--- src/rtl/pcla_pkg.sv ---
// Shared constants and types for the pipelined carry-lookahead adder.
package pcla_pkg;

    // Bits per carry-lookahead group.
    localparam int unsigned GROUP_W = 4;

    // Generate/propagate pair for one bit or one group.
    typedef struct packed {
        logic g;
        logic p;
    } gp_t;

endpackage

--- src/rtl/cla_group4.sv ---
// Combinational 4-bit carry-lookahead group: sum, group generate/propagate and carry-out.
module cla_group4
    import pcla_pkg::*;
(
    input  logic [GROUP_W-1:0] a,
    input  logic [GROUP_W-1:0] b,
    input  logic               ci,
    output logic [GROUP_W-1:0] s,
    output logic               g,
    output logic               p,
    output logic               co
);

    gp_t [GROUP_W-1:0]  bit_gp;
    logic [GROUP_W-1:0] c;

    // Per-bit generate/propagate, then every internal carry directly from ci.
    always_comb begin
        for (int i = 0; i < GROUP_W; i++) begin
            bit_gp[i].g = a[i] & b[i];
            bit_gp[i].p = a[i] ^ b[i];
        end
        c[0] = ci;
        c[1] = bit_gp[0].g | (bit_gp[0].p & ci);
        c[2] = bit_gp[1].g | (bit_gp[1].p & bit_gp[0].g)
             | (bit_gp[1].p & bit_gp[0].p & ci);
        c[3] = bit_gp[2].g | (bit_gp[2].p & bit_gp[1].g)
             | (bit_gp[2].p & bit_gp[1].p & bit_gp[0].g)
             | (bit_gp[2].p & bit_gp[1].p & bit_gp[0].p & ci);
        g    = bit_gp[3].g | (bit_gp[3].p & bit_gp[2].g)
             | (bit_gp[3].p & bit_gp[2].p & bit_gp[1].g)
             | (bit_gp[3].p & bit_gp[2].p & bit_gp[1].p & bit_gp[0].g);
        p    = bit_gp[3].p & bit_gp[2].p & bit_gp[1].p & bit_gp[0].p;
        co   = g | (p & ci);
        for (int i = 0; i < GROUP_W; i++) begin
            s[i] = bit_gp[i].p ^ c[i];
        end
    end

endmodule

--- src/rtl/pipelined_cla_adder.sv ---
// Pipelined carry-lookahead adder/subtractor with valid/ready handshake.
// The carry chain across 4-bit groups is registered every (WIDTH/4)/STAGES groups.
// Optional macro PCLA_OVERFLOW_EN adds the signed-overflow output ovf.
module pipelined_cla_adder
    import pcla_pkg::*;
#(
    parameter int unsigned WIDTH  = 16,
    parameter int unsigned STAGES = 2
) (
    input  logic             clk,
    input  logic             rst_n,
    input  logic             in_valid,
    output logic             in_ready,
    input  logic [WIDTH-1:0] a,
    input  logic [WIDTH-1:0] b,
    input  logic             cin,
    input  logic             sub,
    output logic             out_valid,
    input  logic             out_ready,
    output logic [WIDTH-1:0] sum,
    output logic             cout
`ifdef PCLA_OVERFLOW_EN
    ,
    output logic             ovf
`endif
);

    localparam int unsigned NG   = WIDTH / GROUP_W;
    localparam int unsigned GPS  = NG / STAGES;
    localparam int unsigned LAST = STAGES - 1;

    logic en;

    // Stage registers; b_q holds the already-inverted operand in subtract mode.
    logic             v_q [STAGES];
    logic             c_q [STAGES];
    logic [WIDTH-1:0] a_q [STAGES];
    logic [WIDTH-1:0] b_q [STAGES];
    logic [WIDTH-1:0] s_q [STAGES];

    // Per-stage operands seen by that stage's groups, and its next-state values.
    logic [STAGES-1:0][WIDTH-1:0] src_a;
    logic [STAGES-1:0][WIDTH-1:0] src_b;
    logic [STAGES-1:0]            src_c;
    logic [STAGES-1:0]            src_v;
    logic [STAGES-1:0][WIDTH-1:0] s_d;
    logic [STAGES-1:0]            c_d;

    logic [GROUP_W-1:0] grp_s  [NG];
    logic               grp_ci [NG];
    logic               grp_g  [NG];
    logic               grp_p  [NG];
    logic               grp_co [NG];

    assign en       = !v_q[LAST] || out_ready;
    assign in_ready = en;

    for (genvar k = 0; k < STAGES; k++) begin : g_stage
        if (k == 0) begin : g_first
            assign src_a[k] = a;
            assign src_b[k] = b ^ {WIDTH{sub}};
            assign src_c[k] = cin;
            assign src_v[k] = in_valid;
        end else begin : g_next
            assign src_a[k] = a_q[k-1];
            assign src_b[k] = b_q[k-1];
            assign src_c[k] = c_q[k-1];
            assign src_v[k] = v_q[k-1];
        end

        assign c_d[k] = grp_co[(k+1)*GPS-1];

        // Sum bits: earlier groups pass through, this stage's groups are fresh, later ones zero.
        for (genvar g = 0; g < NG; g++) begin : g_sum
            if (g / GPS == k) begin : g_new
                assign s_d[k][g*GROUP_W +: GROUP_W] = grp_s[g];
            end else if (g / GPS < k) begin : g_old
                assign s_d[k][g*GROUP_W +: GROUP_W] = s_q[k-1][g*GROUP_W +: GROUP_W];
            end else begin : g_none
                assign s_d[k][g*GROUP_W +: GROUP_W] = '0;
            end
        end
    end

    for (genvar g = 0; g < NG; g++) begin : g_grp
        localparam int unsigned K = g / GPS;
        if (g % GPS == 0) begin : g_cin_reg
            assign grp_ci[g] = src_c[K];
        end else begin : g_cin_chain
            assign grp_ci[g] = grp_g[g-1] | (grp_p[g-1] & grp_ci[g-1]);
        end

        cla_group4 u_grp (
            .a  (src_a[K][g*GROUP_W +: GROUP_W]),
            .b  (src_b[K][g*GROUP_W +: GROUP_W]),
            .ci (grp_ci[g]),
            .s  (grp_s[g]),
            .g  (grp_g[g]),
            .p  (grp_p[g]),
            .co (grp_co[g])
        );
    end

    // Advance every stage together on en; data only loads for valid entries.
    always_ff @(posedge clk) begin
        if (!rst_n) begin
            for (int k = 0; k < STAGES; k++) begin
                v_q[k] <= 1'b0;
                c_q[k] <= 1'b0;
                a_q[k] <= '0;
                b_q[k] <= '0;
                s_q[k] <= '0;
            end
        end else if (en) begin
            for (int k = 0; k < STAGES; k++) begin
                v_q[k] <= src_v[k];
                if (src_v[k]) begin
                    a_q[k] <= src_a[k];
                    b_q[k] <= src_b[k];
                    s_q[k] <= s_d[k];
                    c_q[k] <= c_d[k];
                end
            end
        end
    end

    assign out_valid = v_q[LAST];
    assign sum       = s_q[LAST];
    assign cout      = c_q[LAST];

`ifdef PCLA_OVERFLOW_EN
    // Carry into the MSB is recovered as a^b^s at that bit.
    assign ovf = a_q[LAST][WIDTH-1] ^ b_q[LAST][WIDTH-1] ^ s_q[LAST][WIDTH-1] ^ c_q[LAST];
`endif

endmodule

--- config.mk ---
export PLATFORM = sky130hd
export DESIGN_NAME = pipelined_cla_adder
export DESIGN_NICKNAME = d
export VERILOG_FILES = /design/src/rtl/pcla_pkg.sv /design/src/rtl/cla_group4.sv /design/src/rtl/pipelined_cla_adder.sv
export SDC_FILE = /design/constraint.sdc
export NUM_CORES = 1
export LEC_CHECK = 0
export BUFFER_PORTS_ARGS = -buffer_cell sky130_fd_sc_hd__clkbuf_2
export CORE_MARGIN = 2
export CORE_UTILIZATION = 54
export DETAILED_ROUTE_END_ITERATION = 6
export GPL_ROUTABILITY_DRIVEN = 0
export GPL_TIMING_DRIVEN = 1
export PLACE_DENSITY = 0.81
export SLEW_MARGIN = 15
export SYNTH_ARGS = -nofsm -noshare
export SYNTH_HDL_FRONTEND = slang
export SYNTH_SLANG_ARGS = --single-unit
--- constraint.sdc ---
create_clock -name clk -period 2.7 [get_ports clk]
set_input_delay 0.135 -clock clk [delete_from_list [all_inputs] [get_ports clk]]
set_output_delay 0.135 -clock clk [all_outputs]
set_load 0.05 [all_outputs]
Yosys cells after proc, flatten, opt, wreduce, memory -nomap -nowiden:

Memories as Yosys holds them, arrays and structs flattened.
Cells that the tools add are included.

* bits in latches: 0
* ROM bits: 0
* memories: 5
* register bits after elaboration: 0
* RAM bits: 100
* output and inout bits: 19
* input bits: 38
* word-level logic and storage cells: 192

Memory list
* a_q: depth 2, width 16, read ports 1, clocked after Yosys merged registers in 0, wr ports 2, line pipelined_cla_adder.sv:37 `logic [WIDTH-1:0] a_q [STAGES];`
* b_q: depth 2, width 16, read ports 1, clocked after Yosys merged registers in 0, wr ports 2, line pipelined_cla_adder.sv:38 `logic [WIDTH-1:0] b_q [STAGES];`
* s_q: depth 2, width 16, read ports 2, clocked after Yosys merged registers in 0, wr ports 2, line pipelined_cla_adder.sv:39 `logic [WIDTH-1:0] s_q [STAGES];`
* c_q: depth 2, width 1, read ports 2, clocked after Yosys merged registers in 0, wr ports 2, line pipelined_cla_adder.sv:36 `logic c_q [STAGES];`
* v_q: depth 2, width 1, read ports 2, clocked after Yosys merged registers in 0, wr ports 2, line pipelined_cla_adder.sv:35 `logic v_q [STAGES];`

* multipliers: 0
* reduce and logical (&&, ||, !) cells: 2
* add/sub/neg operators: 0
* bitwise operators: 163
* muxes and demuxes: 22
* divide/modulo/power cells: 0
* equality and inequality tests: 0
* shift-type cells: 0
* $lt $le $gt $ge: 0

Operator list (count)
* two-way mux 16 bit: 6
* AND 1 bit: 80
* bitwise OR 1 bit: 50
* XOR 1 bit: 32
* two-way mux 1 bit: 16
* XOR 16 bit: 1
* zero test 1 bit: 1
* logical OR 1 bit: 1

Logic depth before layout (Yosys ltp):

* depth after elaboration: 11
* gate-level depth with buffers: 10
* mapped depth without buffers: 8

By module:

From an unflattened synthesis, not the netlist that was laid out.

* cell total of the unflattened synthesis: 218
* area, all modules: 2894.0 um2

By module, submodules not included
* pipelined_cla_adder: area each 2153.3 um2, times used 1, seq. area each 1321.3 um2, cells an instance 130
* cla_group4 (g_grp[0].u_grp ...): area each 182.7 um2, times used 2, seq. area each 0.0 um2, cells an instance 22
* cla_group4 (g_grp[3].u_grp): area each 193.9 um2, times used 1, seq. area each 0.0 um2, cells an instance 22
* cla_group4 (g_grp[2].u_grp): area each 181.4 um2, times used 1, seq. area each 0.0 um2, cells an instance 22

Worst setup path after synthesis:

Ideal clock, no wire load.

* path kind: input -> register
* start: input port sub
* end: memory s_q[0][5], data pin
* library setup time: 257 ps
* path slack: 503 ps
* required time: 2443 ps
* cell stages on the path: 10
* buffers on the path: 2
* data arrival time: 1941 ps
* path through: buf_2 buf_2 xor2_1 ha_1 a211oi_2 nor3b_2 nor2_1 fa_1 xor2_1 nor2_1

RTL lines
* start, declared: line pipelined_cla_adder.sv:17 `input logic sub,`
* end, declared: line pipelined_cla_adder.sv:39

==> results.yml <==
power:
  p_leak_nw: 1.28
  p_per_area_nw_per_um2: 598
  vdd_drop_max_uv: 241
layout:
  diodes: 0
  layout_commonest_cell: "clkbuf_2"
  seq_area_um2: 1320
  multi_input_area_um2: 1050
  fillers: 325
  synthToLayoutAreaGrowth_pct: 17.5
  final_cell_mix: "56 x clkbuf_2, 44 x edfxtp_1, 27 x nor2_1, 18 x and2_1, 16 x ha_1"
  drive_above_1_share_pct: 28.8
  fin_nets: 314
drt:
  post_drt_wl_per_cell_um: 12.7
  first_pass_iters: 4
  viasPerCell: 5.08
  drt-initial-drc-count: 65
  route.detailed.drc: 0
  antenna_left: 0
  wl_mm: 3.94
  vias: 1571
clock_tree:
  post_cts_buffers: 0
  ctsLongestPathBuffers: 2
  clock_latency_ns: 0.29
  cts_resized: 0
  clkTransAtPathRegs_ns: 0.08
  cts_max_level: 2
  tritoncts: "built"
  postCtsHoldBufs: 0
  clock_sinks: 44
  cts_made_buffers: 5
  cts-root-buf: "clkbuf_8"
logic_synthesis:
  synth-edff-count: 44
  seq_area_frac_synth_pct: 54.3
  yosysWarningCount: 0
  yosysTopAreaCell: "edfxtp_1"
  yosys.cell_types.count: 35
  synth_area_leaders: "edfxtp_1 54%, ha_1 8.2%, xor2_1 5.0%"
  synth_area_um2: 2430
  synthCells: 196
  synthFlopType: "edfxtp_1"
  syn-num-nets: 254
  synth_seq_cells: 44
  postSynth.asyncResetShare_pct: 0
  postSynthAreaPerCell_um2: 12.4
  synth_top_area_share_pct: 54.3
sta:
  skew_ns: 0.00257
  slew_headroom_pct: 56.2
  hold_ws_ns: 0.111
  final-max-slew-violation-count: 0
  finalSetupViolCount: 0
  fin_crit_sh_pct: 79.0
  fin_crit_ns: 2.13
  tightestPinTransition_ns: 0.656
  final-hold-violation-count: 0
  fin_setup_tns_ns: 0
  rsz0062_at_grt: "no"
  fmax_mhz: 469
floorplanning:
  start_util_pct: 55.8
  placementRows: 24
  ios: 57
  die_h_um: 71.1
  die_x_um: 71.1
  core_um2: 4350
  die-area_um2: 5050
global_routing:
  grt_pass1_wl_mm: 6.64
  top_usage_layer: "met2"
  grtUsageMet3_pct: 3.70
  grt_pass1_vias: 1516
  grt_max_degree: 26
  antenna_found_initial: 0
  grt_usage_pct: 16.9
  use_met1_pct: 20.3
  grtUsageMet2_pct: 29.5
  grt_overflow: 0
job:
  cap_viol_max_count: 0
status:
  status: "complete, no violations"
setup_path:
  slowest_stage: "edfxtp_1"
  crit_arrival_ns: 2.18
  cp.buffers_inverters: 0
  ff2ff_setup_slack_ns: 0.57
  slowest_delay_ns: 0.40
  worstSetupPathType: "reg -> reg"
  endpoint_kind: "flop"
  cp_top_family: "adder cells"
  crit_chain: "ha_1, a211oi_2, nor3b_1, nand2b_1, fa_1, xnor2_1, nor2_1"
  start_kind: "flop"
  worst_ep_required_time_ns: 2.74
  cp_max_fo: 2
placed_design:
  dp_hpwl_mm: 2.99
  port_buffers: 56
hold_path:
  hold_path_class: "in -> reg"
cells in the mapped netlist (all sizes together) (2+ instances only):
master and instances:
inv 9, o21ai 4, o22ai 3, a21oi 3
nor3 4, xnor2 12, buf 5, a211oi 5
and2 18, nor2 28, a21o 3, ha 16
nor3b 3, nand2 6, nand2b 2, fa 4
or4 2, xor2 14, edfxtp 44, and3 2
final cells by class:
cell class / instances / area share [%]
tap: 52 / 2.28
timing repair buffer: 59 / 10.6
multi-input combinational: 137 / 36.6
inverter: 9 / 1.18
clock inverter: 3 / 0.657
clock buffer: 5 / 2.41
sequential: 44 / 46.3
path summary, 6_finish.rpt:
| path | start | endpoint | depth (start not counted) |
|---|---|---|---|
| hold reg to reg | s_q[0][6] | s_q[0][22] | 1 |
| hold / removal | a[13] | a_q[0][13] | 2 |
| setup reg to reg | b_q[0][8] | s_q[0][29] | 7 |
| setup / recovery | b_q[0][8] | s_q[0][29] | 7 |
cells by family after synthesis:
logic type,after synthesis,share of synthesized area [%]
simple gates,67,14.3
buf+inv,15,2.62
fa+ha+maj,20,11.5
compound gates,24,7.82
flops,44,54.3
xor+xnor,26,9.37
metal layers:
metal	vias to the layer above	share of wire, %
met4	0	1.5
met5	-	0
met1	722	43
li1	806	-
met3	5	4.7
met2	38	50
metrics by stage:
stage / area (µm²) / utilization [%] / total power [mW] / instances / setup WS [ns]
global placement: 2770 / 63.6 / 1.32 / 301 / 0.641
detailed placement: 2770 / 63.6 / 1.33 / 301 / 0.576
CTS: 2860 / 65.6 / 1.72 / 309 / 0.565
finish: 2860 / 65.6 / 1.71 / 309 / 0.568
global route: 2860 / 65.6 / 1.80 / 309 / 0.439
floorplan: 2430 / - / 1.22 / 196 / 0.503
power by group:
group | internal (mW) | switching [mW]
Sequential | 0.838 | 0.0247
Combinational | 0.168 | 0.283
Clock | 0.178 | 0.216
Total | 1.18 | 0.524
registers in the layout, indices dropped and copies added, names as in the netlist:
register and cells:
c_q 2, b_q 8, s_q 24, v_q 2, a_q 8
Note: power is estimated with default switching activity, not from simulation.
